<file path="src/rtl/seg_pkg.sv">
// seg_pkg: shared constants, scan FSM encoding and width helper for the 7-segment scan driver
package seg_pkg;
    localparam int NIB_W = 4;
    localparam logic [7:0] ANODE_OFF = '1;
    typedef enum logic {GUARD, ON} scan_state_e;
    function automatic int clog2(input int n);
        int w;
        w = 1;
        while ((1 << w) < n) w++;
        return w;
    endfunction
endpackage

</file>
<file path="src/rtl/seg_slot_timer.sv">
// seg_slot_timer: per-slot cycle counter, scanned digit index, guard/on phase and slot-start flag
//   clk, rst     : clock, synchronous active-high reset
//   idx_o        : digit currently being scanned
//   in_guard_o   : high during the all-anodes-off window at the start of a slot
//   tick_o       : high while the slot counter is 0
module seg_slot_timer import seg_pkg::*; #(
    parameter int DIGITS = 4,
    parameter int SLOT_CYC = 50000,
    parameter int GUARD_CYC = 64,
    localparam int IW = clog2(DIGITS),
    localparam int CW = clog2(SLOT_CYC)
) (
    input  logic          clk,
    input  logic          rst,
    output logic [IW-1:0] idx_o,
    output logic          in_guard_o,
    output logic          tick_o
);
    localparam logic [CW-1:0] LAST = CW'(SLOT_CYC - 1);
    localparam logic [CW-1:0] GC = CW'(GUARD_CYC);
    localparam logic [IW-1:0] ILAST = IW'(DIGITS - 1);
    logic [CW-1:0] cnt_q, cnt_d;
    logic [IW-1:0] idx_q, idx_d;
    scan_state_e   state_q;
    // Explicit end-of-range compares so non-power-of-2 sizes wrap correctly.
    always_comb begin
        cnt_d = (cnt_q == LAST) ? '0 : cnt_q + CW'(1);
        idx_d = (cnt_q != LAST) ? idx_q : (idx_q == ILAST) ? '0 : idx_q + IW'(1);
    end
    // Without a guard window the phase never leaves ON.
    always_ff @(posedge clk) begin
        if (rst) begin
            cnt_q   <= '0;
            idx_q   <= '0;
            state_q <= (GUARD_CYC == 0) ? ON : GUARD;
        end else begin
            cnt_q   <= cnt_d;
            idx_q   <= idx_d;
            state_q <= (cnt_d == '0 && GUARD_CYC != 0) ? GUARD : (cnt_d == GC) ? ON : state_q;
        end
    end
    assign idx_o = idx_q;
    assign in_guard_o = (state_q == GUARD);
    assign tick_o = (cnt_q == '0);
endmodule

</file>
<file path="src/rtl/seg_scan_driver.sv">
// seg_scan_driver: time-multiplexed common-anode 7-segment scan controller
//   clk, rst      : clock, synchronous active-high reset
//   load_i        : one-cycle strobe latching value_i and dp_in_i
//   value_i       : BCD digits, digit 0 in [3:0]
//   dp_in_i       : decimal-point request per digit
//   bcd_o         : nibble of the scanned digit, to the segment mapper
//   anode_o       : active-low digit enables, at most one low
//   dp_o          : decimal point of the scanned digit
//   slot_tick_o   : pulse on the first cycle of every slot
module seg_scan_driver import seg_pkg::*; #(
    parameter int DIGITS = 4,
    parameter int SLOT_CYC = 50000,
    parameter int GUARD_CYC = 64,
    parameter int BLANK_LZ = 1,
    localparam int IW = clog2(DIGITS)
) (
    input  logic                    clk,
    input  logic                    rst,
    input  logic                    load_i,
    input  logic [NIB_W*DIGITS-1:0] value_i,
    input  logic [DIGITS-1:0]       dp_in_i,
    output logic [NIB_W-1:0]        bcd_o,
    output logic [DIGITS-1:0]       anode_o,
    output logic                    dp_o,
    output logic                    slot_tick_o
);
    logic [NIB_W*DIGITS-1:0] val_q;
    logic [DIGITS-1:0]       dpr_q;
    logic [IW-1:0]           idx;
    logic                    in_guard, tick;
    logic [DIGITS-1:0]       lit;
    logic                    nz, show;
    logic [DIGITS-1:0]       anode_q, anode_d;
    logic [NIB_W-1:0]        bcd_q, bcd_d;
    logic                    dp_q, dp_d, tick_q;
    seg_slot_timer #(
        .DIGITS(DIGITS),
        .SLOT_CYC(SLOT_CYC),
        .GUARD_CYC(GUARD_CYC)
    ) u_timer (
        .clk(clk),
        .rst(rst),
        .idx_o(idx),
        .in_guard_o(in_guard),
        .tick_o(tick)
    );
    // nz accumulates from the most significant digit down: a digit stays lit once
    // it or any higher digit carries a nonzero nibble or a decimal point.
    always_comb begin
        nz = 1'b0;
        lit = '0;
        for (int i = DIGITS - 1; i >= 0; i--) begin
            nz = nz | (val_q[NIB_W*i +: NIB_W] != '0) | dpr_q[i];
            lit[i] = nz | (i == 0) | (BLANK_LZ == 0);
        end
        show = !in_guard && lit[idx];
        bcd_d = val_q[{idx, 2'b00} +: NIB_W];
        anode_d = show ? ~(DIGITS'(1) << idx) : ANODE_OFF[DIGITS-1:0];
        dp_d = show && dpr_q[idx];
    end
    always_ff @(posedge clk) begin
        if (rst) begin
            val_q   <= '0;
            dpr_q   <= '0;
            anode_q <= ANODE_OFF[DIGITS-1:0];
            bcd_q   <= '0;
            dp_q    <= 1'b0;
            tick_q  <= 1'b0;
        end else begin
            if (load_i) begin
                val_q <= value_i;
                dpr_q <= dp_in_i;
            end
            anode_q <= anode_d;
            bcd_q   <= bcd_d;
            dp_q    <= dp_d;
            tick_q  <= tick;
        end
    end
    assign bcd_o = bcd_q;
    assign anode_o = anode_q;
    assign dp_o = dp_q;
    assign slot_tick_o = tick_q;
endmodule
</file>
<file path="config.mk">
export PLATFORM = sky130hd
export DESIGN_NAME = seg_scan_driver
export DESIGN_NICKNAME = d
export VERILOG_FILES = /design/src/rtl/seg_pkg.sv /design/src/rtl/seg_slot_timer.sv /design/src/rtl/seg_scan_driver.sv
export SDC_FILE = /design/constraint.sdc
export NUM_CORES = 1
export LEC_CHECK = 0
export ABC_AREA = 1
export BUFFER_PORTS_ARGS = -buffer_cell sky130_fd_sc_hd__buf_4
export CORE_MARGIN = 2
export CORE_UTILIZATION = 60
export CTS_CLUSTER_DIAMETER = 100
export CTS_CLUSTER_SIZE = 16
export DETAILED_ROUTE_END_ITERATION = 8
export PLACE_DENSITY = 0.83
export SYNTH_ARGS = -nofsm -noshare
export SYNTH_HDL_FRONTEND = slang
export SYNTH_SLANG_ARGS = --single-unit
</file>
<file path="constraint.sdc">
create_clock -name clk -period 3.4 [get_ports clk]
set_input_delay 0.34 -clock clk [delete_from_list [all_inputs] [get_ports clk]]
set_output_delay 0.34 -clock clk [all_outputs]
set_load 0.02 [all_outputs]
</file>
Word-level counts from Yosys, hierarchy flattened
Index checks and enable logic that the tools add are counted.
{ "totals": {"register_bits": 49, "input_bits": 23, "output_inout_bits": 10, "word_cells": 40} }
{ "op_classes": {"add_sub_neg": 2, "magnitude_cmp": 1, "eq_ne": 4, "shift": 2, "mux": 6, "bitwise": 7, "n_reduce_logical": 9} }
{ "ops": {"columns": ["op", "n"], "rows": [
  ["16-bit zero test", 2],
  ["16-bit by 1-bit adder with 16-bit output (second input constant)", 1],
  ["16-bit == test (second input constant)", 1],
  ["16-bit by 7-bit == test with 1-bit output (second input constant)", 1],
  ["16-bit 2-to-1 mux", 1],
  ["16-bit != test (second input constant)", 1],
  ["16-bit by 5-bit variable part select with 4-bit output", 1],
  ["4-bit nonzero test", 3],
  ["1-bit bitwise OR", 5],
  ["1-bit binary-select mux with 2-bit select", 2],
  ["4-bit inverter", 1],
  ["2-bit OR reduction", 2],
  ["1-bit by 2-bit left shift with 4-bit output (first input constant)", 1],
  ["2-bit by 3-bit < comparator with 1-bit output (second input constant)", 1],
  ["2-bit by 1-bit adder with 2-bit output (second input constant)", 1],
  ["2-bit == test (second input constant)", 1],
  ["1-bit logical AND", 2],
  ["1-bit 2-to-1 mux", 2],
  ["2-bit 2-to-1 mux", 1],
  ["1-bit inverter", 1]
]} }

Longest topological paths before layout
{ "depth": {"word_depth": 11, "mapped_depth": 14, "ltp_nobuf": 14} }

Hierarchy
Synthesis repeated with hierarchy kept, for this count alone.
{ "hier_totals": {"hier_cells": 332, "area_unflattened_um2": 2347.3} }
{ "modules_own_cells": {"columns": ["module", "n_inst", "cells_each", "area_each_um2", "seq_area_each_um2"], "rows": [
  ["seg_scan_driver", 1, 149, 1182.4, 600.6],
  ["seg_slot_timer", 1, 183, 1164.9, 380.4]
]} }

Worst setup path after synthesis
Ideal clock, no wire load.
{ "synth_path": {"kind": "reg-to-reg", "from": "register u_timer.cnt_q[0]", "to": "register u_timer.state_q", "setup_ns": 0.111, "arrival_time_ns": 1.410, "required_time_ns": 3.289, "path_slack_ns": 1.880, "path_stages_with_launch": 12, "path_buffers": 1, "period_less_slack_ns": 1.520, "cell_sequence": "dfxtp_1 -> ha_1 -> nand3_2 -> nor2_1 -> nand2_1 -> buf_6 -> o21ai_1 -> nand3_1 -> nor2_1 -> nand3_1 -> nand2_1 -> nor2_2"} }
{ "synth_via": {"elab_chain_cells": 4, "elab_cells_between_ends": 6, "cone_classes": "add/sub: 1; eq/ne: 2; mux: 1; reduce/logical: 2"} }
{ "synth_lines": {"columns": ["element", "line", "rtl"], "rows": [
  ["start: declaration", "seg_slot_timer.sv:22", "logic [CW-1:0] cnt_q, cnt_d;"],
  ["start signal: assignment", "seg_slot_timer.sv:37", "cnt_q <= cnt_d;"],
  ["16-bit by 1-bit adder with 16-bit output or 16-bit == test (tied branches)", "seg_slot_timer.sv:27", "cnt_d = (cnt_q == LAST) ? '0 : cnt_q + CW'(1);"],
  ["16-bit 2-to-1 mux (*)", "seg_slot_timer.sv:27", null],
  ["16-bit zero test", "seg_slot_timer.sv:39", "state_q <= (cnt_d == '0 && GUARD_CYC != 0) ? GUARD : (cnt_d == GC) ? ON : state_q;"],
  ["2-bit OR reduction (no source line)", null, null],
  ["end signal: assignment", "seg_slot_timer.sv:35", "state_q <= (GUARD_CYC == 0) ? ON : GUARD;"],
  ["end signal: assignment", "seg_slot_timer.sv:39", null],
  ["end: declaration", "seg_slot_timer.sv:24", "scan_state_e state_q;"]
]} }
Every way passes the cells marked *; elsewhere a longest branch is shown, timed or not.
A chain may end at the register's enable or synchronous reset.

Final worst setup path
Ends and elaborated chain as after synthesis.

==> qor.yml <==
status:
  status: "completed"
die:
  initial_core_util_pct: 62.6
  io_pins: 33
  die_w_um: 65.8
  fp.dieH_um: 65.8
  std_cell_rows: 22
  dieArea_um2: 4330
  fp.coreArea_um2: 3660
synth:
  synth.largest_area_cell: "dfxtp_1"
  synthCells: 330
  synth_top_family_by_area: "simple AND/OR/NAND/NOR gates"
  synth_area_per_cell_um2: 6.95
  synth_top_area_share_pct: 42.8
  synth_fa_ha_area_share_pct: 3.28
  ys_seq_area_share_pct: 42.8
  synth_area_leaders: "dfxtp_1 43%, nor2_1 10%, nand2_1 9.0%"
  ys_ff_latch: 49
  syn_nets: 359
  synthSimpleGateAreaFrac_pct: 29.5
  async_flop_share_pct: 0
  yosysWarnings: 0
  synth_xor_area_share_pct: 1.15
  synthMuxAreaShare_pct: 0
  synth_cell_types: 28
  synth_edf_count: 0
  synth_area_um2: 2290
  synth-compound-area-share_pct: 14.7
  synthFlopType: "dfxtp_1"
worst_setup_path:
  crit_chain: "ha_1 > nand3_2 > nor2_1 > nand2_1 > nand3_2 > nand2_1 > nor2_1 > nand3_1 > nand2_1 > inv_1 > nor2_2"
  arrival_ns: 2.13
  cp_max_fo: 11
  max_stage_delay_ns: 0.39
  cp-end-kind: "register"
  required_ns: 3.65
  r2r_start: "u_timer.cnt_q[0]"
  reg2regPathDepth: 11
  critical_path_class: "reg -> reg"
  path_common_cell: "nand2_1"
  cp_slowest_cell: "dfxtp_1"
  cp-start-kind: "register"
  path_buf_inv: 1
  crit_family: "simple AND/OR/NAND/NOR gates"
  cp.depth: 11
  reg2reg_slack_ns: 1.53
  rr_endpoint: "u_timer.state_q"
sta:
  period_needed_ns: 1.87
  maxSlewHeadroom_pct: 48.8
  drv_slew: 0
  period_share_pct: 55.1
  setup_viol_count_final: 0
  setup_slack_ns: 1.53
  hold_violations: 0
  fin_skew_ns: 0.00415
  worst_pin_slew_ns: 0.767
  rsz0062_at_grt: "no"
  setup_tns_ns: 0
  max_freq_mhz: 534
pwr:
  pwr-share-clk_pct: 37.7
  leakage_nw: 1.17
  p_per_area_nw_per_um2: 424
  finalPower_mw: 1.13
  ir_worst_vdd_mv: 0.282
  comb_power_share_pct: 8.2
  p_int_mw: 0.858
  p_sw_mw: 0.269
  power_frac_seq_pct: 54.1
  power.share.switching_pct: 23.9
cells_and_area:
  fin_cells: 407
  multi_input_area_um2: 1110
  final_nets: 387
  syn_to_final_growth_pct: 15.9
  final_core_util_pct: 72.6
  drive_gt1_share_pct: 14.8
  seqCellArea_um2: 981
  antenna_cells: 0
  fillCellCount: 294
clocking:
  cts_tree: "built"
  cts-hold-fix-buffers: 0
  clock_sinks: 49
  worstSkewPairLatency_ns: 0.31
  clkTransAtPathRegs_ns: 0.09
  cts_root_buffer: "clkbuf_8"
  postCtsResizedCells: 0
  postCtsSetupBuffers: 0
  cts_max_level: 2
  cts_buffers: 5
  cts_max_path_buffers: 2
routing:
  drt_iter0_drc: 209
  dr.pass1.iters: 4
  vias: 2171
  drt-total-wl_um: 5060
  via_per_inst: 5.33
  drcViolationCount: 0
  ant_nets: 0
  wl_per_cell_um: 12.4
global_route:
  grt_use_total_pct: 27.3
  grt_pass1_vias: 1995
  grt_max_degree: 31
  antenna_found_initial: 0
  grt_pass1_wl_um: 8970
  grt_overflow: 0
placed_design:
  gp_congestion: 0.991
  pre_cts_slack_ns: 1.57
  port_buffers: 32
  dp.cells: 399
  hpwl_um: 3770
job:
  cap_viol_max_count: 0
hold_path:
  holdPathStages: 3
  min_to: "val_q[15]"
  hp-start: "value_i[15]"
  min-delay-path-class: "in -> reg"
==> cells by family after synthesis <==
kind of cell,count (synthesis)
flops,49
buf+inv,50
simple gates,158
xor+xnor,3
fa+ha+maj,6
compound gates,64
==> layer usage <==
metal | track usage [%] | vias up | share of wire [%]
met4 | 10.7 | 0 | 1.4
met1 | 38.5 | 963 | 48
met5 | 0 | - | 0
li1 | - | 1119 | -
met2 | 40.0 | 79 | 43
met3 | 6.47 | 10 | 7.8
==> power groups by stage <==
stage | combinational [mW] | sequential (mW) | clock, mW
2_1_floorplan | 0.0513 | 0.623 | 0
5_1_grt | 0.106 | 0.612 | 0.451
3_5_place_dp | 0.0913 | 0.623 | 0
4_1_cts | 0.0920 | 0.609 | 0.427
3_3_place_gp | 0.0894 | 0.622 | 0
6_report | 0.0919 | 0.610 | 0.425
==> worst max path at each step <==
stage / from / to / slack [ns]
2_1_floorplan: u_timer.cnt_q[0] / u_timer.state_q / 1.88
3_3_place_gp: u_timer.idx_o[0] / anode_o[0] / 1.57
3_5_place_dp: u_timer.idx_o[0] / anode_o[0] / 1.57
4_1_cts: u_timer.idx_o[0] / anode_o[0] / 1.53
5_1_grt: u_timer.idx_o[0] / anode_o[0] / 1.22
6_report: u_timer.cnt_q[0] / u_timer.state_q / 1.53
==> Yosys cell counts, types with 2 or more instances <==
library cell,number
ha_1,6
nor2_1,63
inv_1,35
nand3_1,20
o21bai_1,3
xnor2_1,2
a21oi_1,23
nand2_1,55
inv_2,2
clkbuf_1,9
nor3_1,3
dfxtp_1,49
nand3_2,3
o21ai_0,32
o21ai_1,2
nand4_1,6
nor2_2,6
==> placed cells by master, fill, tap and decap left out, drive strengths merged, types with 2 or more instances in the layout <==
cell type and instances:
nor3 3, nand3 23, o21bai 3, clkinv 3
o21ai 34, clkbuf 5, nand4 6, ha 6
a21oi 23, xnor2 2, dfxtp 49, inv 38
buf 32, nand2 56, nor2 69
==> sequential cells by signal (all words and copies together) (netlist names) <==
| register | count |
|---|---|
| bcd_o | 4 |
| u_timer.idx_o | 2 |
| val_q | 16 |
| dp_o | 1 |
| dpr_q | 4 |
| u_timer.state_q | 1 |
| anode_o | 4 |
| u_timer.cnt_q | 16 |
| slot_tick_o | 1 |
==> per-stage QoR <==
stage               hold WS (ns)  cell area, um2
global route               0.252            2660
global placement           0.458            2540
finish                     0.244            2660
floorplan                  0.445            2290
detailed placement         0.467            2540
CTS                        0.246            2660
==> worst reg2reg max path: cells and delay by family (launching register included) <==
family / cells / cell delay (ns)
fa+ha+maj: 1 / 0.28
buf+inv: 1 / 0.05
flops: 1 / 0.39
simple gates: 9 / 1.10
==> final cells by class <==
class	count	share of cell area (%)
clock buffer	5	2.59
clock inverter	3	1.65
inverter	39	5.56
multi-input combinational	231	42.0
sequential	49	36.9
tap	48	2.26
timing repair buffer	32	9.04
(Power assumes the default switching activity.)
